## src/rtl/multicycle_control_if.sv

```systemverilog
// Control bundle between the multi-cycle controller and its datapath.
// The controller side (master) consumes opcode and mem_ready and drives every enable and mux select.
interface multicycle_control_if;
  logic [5:0] opcode;
  logic       mem_ready;
  logic       PCWrite;
  logic       PCWriteCond;
  logic       IorD;
  logic       MemRead;
  logic       MemWrite;
  logic       IRWrite;
  logic       MemtoReg;
  logic       RegDst;
  logic       RegWrite;
  logic       ALUSrcA;
  logic [1:0] ALUSrcB;
  logic [1:0] ALUOp;
  logic [1:0] PCSource;

  modport master (
    input  opcode, mem_ready,
    output PCWrite, PCWriteCond, IorD, MemRead, MemWrite, IRWrite,
           MemtoReg, RegDst, RegWrite, ALUSrcA, ALUSrcB, ALUOp, PCSource
  );

  modport slave (
    output opcode, mem_ready,
    input  PCWrite, PCWriteCond, IorD, MemRead, MemWrite, IRWrite,
           MemtoReg, RegDst, RegWrite, ALUSrcA, ALUSrcB, ALUOp, PCSource
  );
endinterface

```

## src/rtl/multicycle_control.sv

```systemverilog
// Main control FSM of the multi-cycle datapath: sequences fetch/decode/execute/memory/writeback
// and counts retired instructions. Outputs decode the state register (and mem_ready in FETCH).
module multicycle_control #(
  parameter int unsigned CNT_W = 32
) (
  input  logic                 clk,
  input  logic                 reset,
  multicycle_control_if.master bus,
  output logic                 illegal_op,
  output logic [3:0]           state,
  output logic [CNT_W-1:0]     instr_count
);

  localparam logic [3:0] ST_FETCH  = 4'd0;
  localparam logic [3:0] ST_DECODE = 4'd1;
  localparam logic [3:0] ST_MEMADR = 4'd2;
  localparam logic [3:0] ST_MEMRD  = 4'd3;
  localparam logic [3:0] ST_MEMWB  = 4'd4;
  localparam logic [3:0] ST_MEMWR  = 4'd5;
  localparam logic [3:0] ST_EXEC   = 4'd6;
  localparam logic [3:0] ST_RWB    = 4'd7;
  localparam logic [3:0] ST_BRANCH = 4'd8;
  localparam logic [3:0] ST_JUMP   = 4'd9;

  localparam logic [5:0] OP_RTYPE = 6'b000000;
  localparam logic [5:0] OP_LW    = 6'b100011;
  localparam logic [5:0] OP_SW    = 6'b101011;
  localparam logic [5:0] OP_BEQ   = 6'b000100;
  localparam logic [5:0] OP_J     = 6'b000010;

  logic [3:0] state_nxt;
  logic       retire;

  // State register and retired-instruction counter; reset wins over increment.
  always_ff @(posedge clk) begin
    if (reset) begin
      state       <= ST_FETCH;
      instr_count <= '0;
    end else begin
      state <= state_nxt;
      if (retire) instr_count <= instr_count + CNT_W'(1);
    end
  end

  // Next-state and control decode.
  always_comb begin
    state_nxt       = ST_FETCH;
    retire          = 1'b0;
    illegal_op      = 1'b0;
    bus.PCWrite     = 1'b0;
    bus.PCWriteCond = 1'b0;
    bus.IorD        = 1'b0;
    bus.MemRead     = 1'b0;
    bus.MemWrite    = 1'b0;
    bus.IRWrite     = 1'b0;
    bus.MemtoReg    = 1'b0;
    bus.RegDst      = 1'b0;
    bus.RegWrite    = 1'b0;
    bus.ALUSrcA     = 1'b0;
    bus.ALUSrcB     = 2'b00;
    bus.ALUOp       = 2'b00;
    bus.PCSource    = 2'b00;

    case (state)
      ST_FETCH: begin
        bus.MemRead = 1'b1;
        bus.ALUSrcB = 2'b01;
        bus.IRWrite = bus.mem_ready;
        bus.PCWrite = bus.mem_ready;
        state_nxt   = bus.mem_ready ? ST_DECODE : ST_FETCH;
      end
      ST_DECODE: begin
        // Branch target precomputed here so BRANCH can compare in one cycle.
        bus.ALUSrcB = 2'b11;
        case (bus.opcode)
          OP_RTYPE:    state_nxt = ST_EXEC;
          OP_LW, OP_SW: state_nxt = ST_MEMADR;
          OP_BEQ:      state_nxt = ST_BRANCH;
          OP_J:        state_nxt = ST_JUMP;
          default: begin
            state_nxt  = ST_FETCH;
            illegal_op = 1'b1;
          end
        endcase
      end
      ST_MEMADR: begin
        bus.ALUSrcA = 1'b1;
        bus.ALUSrcB = 2'b10;
        state_nxt   = (bus.opcode == OP_LW) ? ST_MEMRD : ST_MEMWR;
      end
      ST_MEMRD: begin
        bus.MemRead = 1'b1;
        bus.IorD    = 1'b1;
        state_nxt   = bus.mem_ready ? ST_MEMWB : ST_MEMRD;
      end
      ST_MEMWB: begin
        bus.RegWrite = 1'b1;
        bus.MemtoReg = 1'b1;
        retire       = 1'b1;
      end
      ST_MEMWR: begin
        bus.MemWrite = 1'b1;
        bus.IorD     = 1'b1;
        retire       = bus.mem_ready;
        state_nxt    = bus.mem_ready ? ST_FETCH : ST_MEMWR;
      end
      ST_EXEC: begin
        bus.ALUSrcA = 1'b1;
        bus.ALUOp   = 2'b10;
        state_nxt   = ST_RWB;
      end
      ST_RWB: begin
        bus.RegWrite = 1'b1;
        bus.RegDst   = 1'b1;
        retire       = 1'b1;
      end
      ST_BRANCH: begin
        bus.ALUSrcA     = 1'b1;
        bus.ALUOp       = 2'b01;
        bus.PCWriteCond = 1'b1;
        bus.PCSource    = 2'b01;
        retire          = 1'b1;
      end
      ST_JUMP: begin
        bus.PCWrite  = 1'b1;
        bus.PCSource = 2'b10;
        retire       = 1'b1;
      end
      default: state_nxt = ST_FETCH;
    endcase
  end

endmodule

```

## src/flat_wrapper.sv

```systemverilog
// flat-port wrapper written by rule: the top's interface ports become plain ports
module multicycle_control_flat 
#(
  parameter int unsigned CNT_W = 32
)
  (clk, reset, illegal_op, state, instr_count, bus_opcode, bus_mem_ready, bus_PCWrite, bus_PCWriteCond, bus_IorD, bus_MemRead, bus_MemWrite, bus_IRWrite, bus_MemtoReg, bus_RegDst, bus_RegWrite, bus_ALUSrcA, bus_ALUSrcB, bus_ALUOp, bus_PCSource);
  multicycle_control_if bus_i ();
  input  logic clk;
  input  logic reset;
  output logic illegal_op;
  output logic [3:0] state;
  output logic [CNT_W-1:0] instr_count;
  input wire logic [$bits(bus_i.opcode)-1:0] bus_opcode;
  input wire logic [$bits(bus_i.mem_ready)-1:0] bus_mem_ready;
  output wire logic [$bits(bus_i.PCWrite)-1:0] bus_PCWrite;
  output wire logic [$bits(bus_i.PCWriteCond)-1:0] bus_PCWriteCond;
  output wire logic [$bits(bus_i.IorD)-1:0] bus_IorD;
  output wire logic [$bits(bus_i.MemRead)-1:0] bus_MemRead;
  output wire logic [$bits(bus_i.MemWrite)-1:0] bus_MemWrite;
  output wire logic [$bits(bus_i.IRWrite)-1:0] bus_IRWrite;
  output wire logic [$bits(bus_i.MemtoReg)-1:0] bus_MemtoReg;
  output wire logic [$bits(bus_i.RegDst)-1:0] bus_RegDst;
  output wire logic [$bits(bus_i.RegWrite)-1:0] bus_RegWrite;
  output wire logic [$bits(bus_i.ALUSrcA)-1:0] bus_ALUSrcA;
  output wire logic [$bits(bus_i.ALUSrcB)-1:0] bus_ALUSrcB;
  output wire logic [$bits(bus_i.ALUOp)-1:0] bus_ALUOp;
  output wire logic [$bits(bus_i.PCSource)-1:0] bus_PCSource;
  assign bus_i.opcode = bus_opcode;
  assign bus_i.mem_ready = bus_mem_ready;
  assign bus_PCWrite = bus_i.PCWrite;
  assign bus_PCWriteCond = bus_i.PCWriteCond;
  assign bus_IorD = bus_i.IorD;
  assign bus_MemRead = bus_i.MemRead;
  assign bus_MemWrite = bus_i.MemWrite;
  assign bus_IRWrite = bus_i.IRWrite;
  assign bus_MemtoReg = bus_i.MemtoReg;
  assign bus_RegDst = bus_i.RegDst;
  assign bus_RegWrite = bus_i.RegWrite;
  assign bus_ALUSrcA = bus_i.ALUSrcA;
  assign bus_ALUSrcB = bus_i.ALUSrcB;
  assign bus_ALUOp = bus_i.ALUOp;
  assign bus_PCSource = bus_i.PCSource;
  multicycle_control #(.CNT_W(CNT_W)) u_core (.clk(clk), .reset(reset), .bus(bus_i), .illegal_op(illegal_op), .state(state), .instr_count(instr_count));
endmodule
```

## config.mk

```make
export PLATFORM = sky130hd
export DESIGN_NAME = multicycle_control_flat
export DESIGN_NICKNAME = d
export VERILOG_FILES = /design/src/rtl/multicycle_control_if.sv /design/src/rtl/multicycle_control.sv /design/src/flat_wrapper.sv
export SDC_FILE = /design/constraint.sdc
export NUM_CORES = 1
export LEC_CHECK = 0
export BUFFER_PORTS_ARGS = -buffer_cell sky130_fd_sc_hd__buf_4
export CAP_MARGIN = 10
export CORE_ASPECT_RATIO = 0.75
export CORE_MARGIN = 5
export CORE_UTILIZATION = 50
export DETAILED_ROUTE_END_ITERATION = 8
export GPL_TIMING_DRIVEN = 1
export PLACE_DENSITY = 0.86
export SLEW_MARGIN = 5
export SYNTH_ARGS = -nofsm -noshare
export SYNTH_HDL_FRONTEND = slang
export SYNTH_SLANG_ARGS = --single-unit
```

## constraint.sdc

```tcl
create_clock -name clk -period 4 [get_ports clk]
set_input_delay 0.2 -clock clk [delete_from_list [all_inputs] [get_ports clk]]
set_output_delay 0.2 -clock clk [all_outputs]
set_load 0.02 [all_outputs]
```

# Yosys cells after proc, flatten, opt, wreduce, memory -nomap -nowiden
# Index checks and enable logic that the tools add are counted.
dict set report totals {
  reg_bits 36
  in_bits 9
  output_inout_bits 53
}
dict set report classes {
  n_eq_ne 13
  n_mux 22
  n_addsub 1
  n_reduce_logical 9
}
# op n
set ops {}
lappend ops {{32-bit by 1-bit adder with 32-bit output, second input constant} 1}
lappend ops {{4-bit case mux with 6 select lines} 1}
lappend ops {{4-bit by 3-bit == test with 1-bit output, second input constant} 4}
lappend ops {{4-bit case mux with 4 select lines} 1}
lappend ops {{6-bit == test, second input constant} 2}
lappend ops {{1-bit two-way mux} 12}
lappend ops {{3-bit two-way mux} 3}
lappend ops {{4-bit by 2-bit == test with 1-bit output, second input constant} 2}
lappend ops {{4-bit == test, second input constant} 2}
lappend ops {{2-bit case mux with 2 select lines} 2}
lappend ops {{2-bit OR reduction} 4}
lappend ops {{6-bit by 2-bit == test with 1-bit output, second input constant} 1}
lappend ops {{6-bit by 3-bit == test with 1-bit output, second input constant} 1}
lappend ops {{6-bit zero test} 1}
lappend ops {{2-bit case mux with 3 select lines} 1}
lappend ops {{5-bit OR reduction} 1}
lappend ops {{4-bit by 1-bit == test with 1-bit output, second input constant} 1}
lappend ops {{4-bit zero test} 1}
lappend ops {{1-bit case mux with 2 select lines} 2}
lappend ops {{4-bit OR reduction} 1}
lappend ops {{3-bit OR reduction} 1}

# Longest topological paths before layout
dict set report logic_depth {
  depth_word 4
  depth_mapped 8
  depth_no_buf 5
}

# Least setup slack after synthesis
# Ideal clock, no wire load.
dict set report synth_timing {
  path_type {flip-flop to flip-flop}
  start {register u_core.state[3]}
  end {register u_core.instr_count[24]}
  path_slack_ns 1.633
  path_stages_with_launch 7
  n_path_buf 1
  arrival_time_ns 2.297
  path_cell_list {dfxtp_1 > or3b_1 > o31a_1 > or4_1 > buf_2 > or4_1 > a21oi_1}
}
dict set report synth_between {
  elab_chain_cells 3
  elab_cells_between_ends 7
  cone_classes {eq/ne: 5; mux: 1; reduce/logical: 1}
}
# item line
set synth_rtl {}
lappend synth_rtl {{start, declared} multicycle_control.sv:10} ;# output logic [3:0] state,
lappend synth_rtl {{start signal, assigned} multicycle_control.sv:40} ;# state <= state_nxt;
lappend synth_rtl {{4-bit by 3-bit == test with 1-bit output / 4-bit == test (equally long branches)} multicycle_control.sv:64} ;# case (state)
lappend synth_rtl {{4-bit OR reduction (no line)} --}
lappend synth_rtl {{1-bit case mux with 2 select lines *} multicycle_control.sv:64}
lappend synth_rtl {{end signal, assigned} multicycle_control.sv:41} ;# if (retire) instr_count <= instr_count + CNT_W'(1);
lappend synth_rtl {{end, declared} multicycle_control.sv:11} ;# output logic [CNT_W-1:0] instr_count
# Every way passes the cells marked *; elsewhere a longest branch is shown, timed or not.
# A chain may end at the register's enable or synchronous reset.

# Final worst setup path
dict set report layout_timing {
  start {register u_core.state[2]}
  end {register u_core.instr_count[24]}
}
# The elaborated chain is that of the path after synthesis.

==> summary.txt <==
Run status
  – Run status: finished clean

Layout
  – Core Util, Final: between 60 and 70%
  – Area Growth Syn to Fin: 29.4%
  – ANT cells: 0
  – Commonest non-fill, non-tap cell in the layout: buf_4
  – Layout Nets: 307
  – Share of cells above drive strength 1: 24.5%
  – Most frequent cells in the layout: buf_4, dfxtp_1, nor2_1, xnor2_1, nand2_1

Synthesis
  – Synth Flop Type: dfxtp_1
  – Synth Instances: 242
  – Ys Warns: 0
  – Area share of the largest cell type after synthesis: 37.7%
  – Seq/Total Area, Yosys: 37.7%
  – Synth top area cells: dfxtp_1, xnor2_1, nor2_1
  – Largest area contributor in the netlist: dfxtp_1
  – Flops & latches, synth: 36
  – Netlist cell types: 40
  – Post-Syn Area: 1910 um^2
  – Async SR Flop Fraction: 0%
  – Syn nets: 252
  – Avg Cell Area, Syn: between 7 and 8 um^2
  – EDFF count, synth: 0

Worst setup path
  – CP Cell Sequence: nand2b_1 -> o31a_1 -> or4_1 -> or4_1 -> a21oi_1
  – Slowest stage cell, crit path: or4_1
  – Crit path required time: 4220 ps
  – Setup Crit Path Kind: flip-flop to flip-flop
  – Worst setup SP type: flip-flop
  – Worst r2r src: u_core.state[2]$_SDFF_PP0_
  – Critical path origin: u_core.state[2]$_SDFF_PP0_
  – Top delay family on crit path: simple AND/OR/NAND/NOR gates
  – Worst-path maximum fanout: 21
  – Worst R2R End: u_core.instr_count[24]$_SDFFE_PP0P_
  – Flop2flop setup slack: approximately 1200 ps
  – Worst path most repeated cell: or4_1
  – Crit path DAT: 3060 ps
  – Setup crit end kind: flip-flop
  – R2R depth: 5
  – Buffers plus inverters on the worst setup path: 0
  – Worst path max stage delay: 750 ps

Clock tree
  – H-tree levels: 2
  – Root Driver: clkbuf_8
  – CTS resizes: 0
  – CTS tree: built
  – Setup Fix Bufs, Post-CTS: 0
  – Clk Latency, worst-skew pair: 280 ps
  – Longest Clk Path Bufs: 2
  – CTS Buf Count: 5
  – Clk sinks: 36
  – Hold_buf cts: 0
  – CTS clk-pin slew, worst paths: 70 ps

STA
  – Slew at the pin with the worst max-slew slack: 748 ps
  – Max-slew violations: 0
  – Min Tclk post-route: 2840 ps
  – RSZ-0062 raised after global routing: no
  – TNS Setup: 0 ps
  – Setup-failing EPs final: 0
  – Final WS setup: 1160 ps
  – Max frequency: 0.352 GHz
  – Slew HR: 49.7%
  – Final hold violation count: 0
  – Final hold slack: 99.1 ps
  – Clock Skew: 5.07 ps
  – Final worst-path cycle share: a little under three quarters

Placed design
  – RePlAce Congestion: 0.848
  – Place WS: 1210 ps
  – PortBufs: 61
  – DPL Wire Length: 3.48 mm

Hold path
  – Worst-case hold path end point: u_core.state[3]$_SDFF_PP0_
  – Hold Crit Class: input port to flip-flop
  – Hold path cells: 2
  – Beginning of the worst hold path: bus_opcode[4]

GRT
  – Vias in the first global route: 1757
  – Total Routing Usage GR: just under 20%
  – Initial antenna violation count: 0
  – Global-route wire length before repair: 8.02 mm
  – Total grt overflow: 0
  – Largest net degree at the start of global routing: 35

Die
  – Die Ht: 63.6 um
  – Die Width: 81.4 um
  – Row Count: 19
  – Die area: 5180 um^2
  – Top-level I/O count: 62
  – Area of the core: ~3700 um^2
  – Initial Utilization: between 50% and 60%

Power and ir drop
  – Max VDD drop: between 200 and 250 uV
  – Clock share of power: between 30% and 40%
  – Internal power: 0.000516 W
  – Comb power frac: around 6.7%
  – P per Cell Area: roughly 270 nW/um^2
  – Flop pwr share: 53.8%
  – Power, Total: about 0.00067 W
  – Sw Ratio: between 20% and 30%
  – LEAKAGE: between 0.9 and 1 nW
  – Psw: between 0.00015 and 0.0002 W

Routing
  – Vias per cell: ~5.5
  – DR vias: between 1500 and 2000
  – DRC viols: 0
  – Starting DRT DRC Count: 183
  – Antenna viol nets, final: 0
  – WL per Instance: about 14 um
  – Drt pass-1 iters: 4
  – Final WL: 4.80 mm

Flow run
  – Max Cap Viol: 0
-- power by group through the flow --
stage	Clock [W]	Combinational, W	Sequential [W]
6_report	0.000266	0.0000451	0.000362
3_3_place_gp	0	0.0000445	0.000370
3_5_place_dp	0	0.0000450	0.000370
2_1_floorplan	0	0.0000262	0.000369
4_1_cts	0.000270	0.0000453	0.000362
5_1_grt	0.000289	0.0000491	0.000362
-- worst register-to-register path: cells and delay by family (launching register included) --
family,cells,cell delay (ps)
AOI/OAI and AO/OA,2,730
and+or+nand+nor,3,1500
DFF,1,540
-- synthesized netlist by cell type (all sizes together) (3+ instances only) --
| library cell | n |
|---|---|
| a21oi | 16 |
| buf | 3 |
| clkbuf | 10 |
| dfxtp | 36 |
| inv | 4 |
| nand2 | 19 |
| nand2b | 5 |
| nand3 | 9 |
| nand4 | 10 |
| nor2 | 33 |
| nor2b | 5 |
| nor3 | 10 |
| nor4 | 8 |
| nor4b | 4 |
| o21ai | 8 |
| or3 | 7 |
| or4 | 6 |
| xnor2 | 20 |
| xor2 | 3 |
-- flip-flops by register name (all words and copies together) (netlist names) --
register / count
u_core.instr_count: 32
u_core.state: 4
-- how the worst max path moves through the flow --
stage | slack, ps | end | depth (start not counted)
final | 1160 | u_core.instr_count[24]$_SDFFE_PP0P_ | 5
after global routing | 980 | u_core.instr_count[24]$_SDFFE_PP0P_ | 5
after CTS | 1190 | u_core.instr_count[24]$_SDFFE_PP0P_ | 5
after detailed placement | 1210 | u_core.instr_count[24]$_SDFFE_PP0P_ | 5
after global placement | 1290 | u_core.instr_count[24]$_SDFFE_PP0P_ | 5
after floorplan | 1630 | u_core.instr_count[24]$_SDFFE_PP0P_ | 6
-- layout make-up --
cell class              instances  area, um^2
clock buffers                   6        82.6
clock inverters                 2        10.0
fillers                       318        1210
inverters                       4        15.0
multi-input cells             189        1120
flip-flops and latches         36         721
well taps                      52        65.1
repair buffers                 61         458
-- cell families (layout without fill, tap and decap cells) --
family                     count (synthesis)  in the layout  synth area share (%)
adders and majority gates                  1              1                 0.654
buffers and inverters                     17             73                  3.60
AOI/OAI and AO/OA                         36             36                  11.4
muxes                                      1              1                 0.523
xor gates and xnor gates                  23             23                  10.5
DFF                                       36             36                  37.7
and+or+nand+nor                          128            128                  35.6
-- routing by layer --
metal,GRT usage (%),share of wire (%),vias to the layer above
met2,31.5,48,68
li1,-,-,971
met4,6.33,0.96,0
met3,4.70,6.5,4
met5,0,0,-
met1,24.8,45,880
-- through the flow --
step,area [um^2],instances
floorplan,1910,242
global placement,2380,342
detailed placement,2380,342
CTS,2470,350
global route,2470,350
finish,2470,350
(Power assumes the default switching activity.)
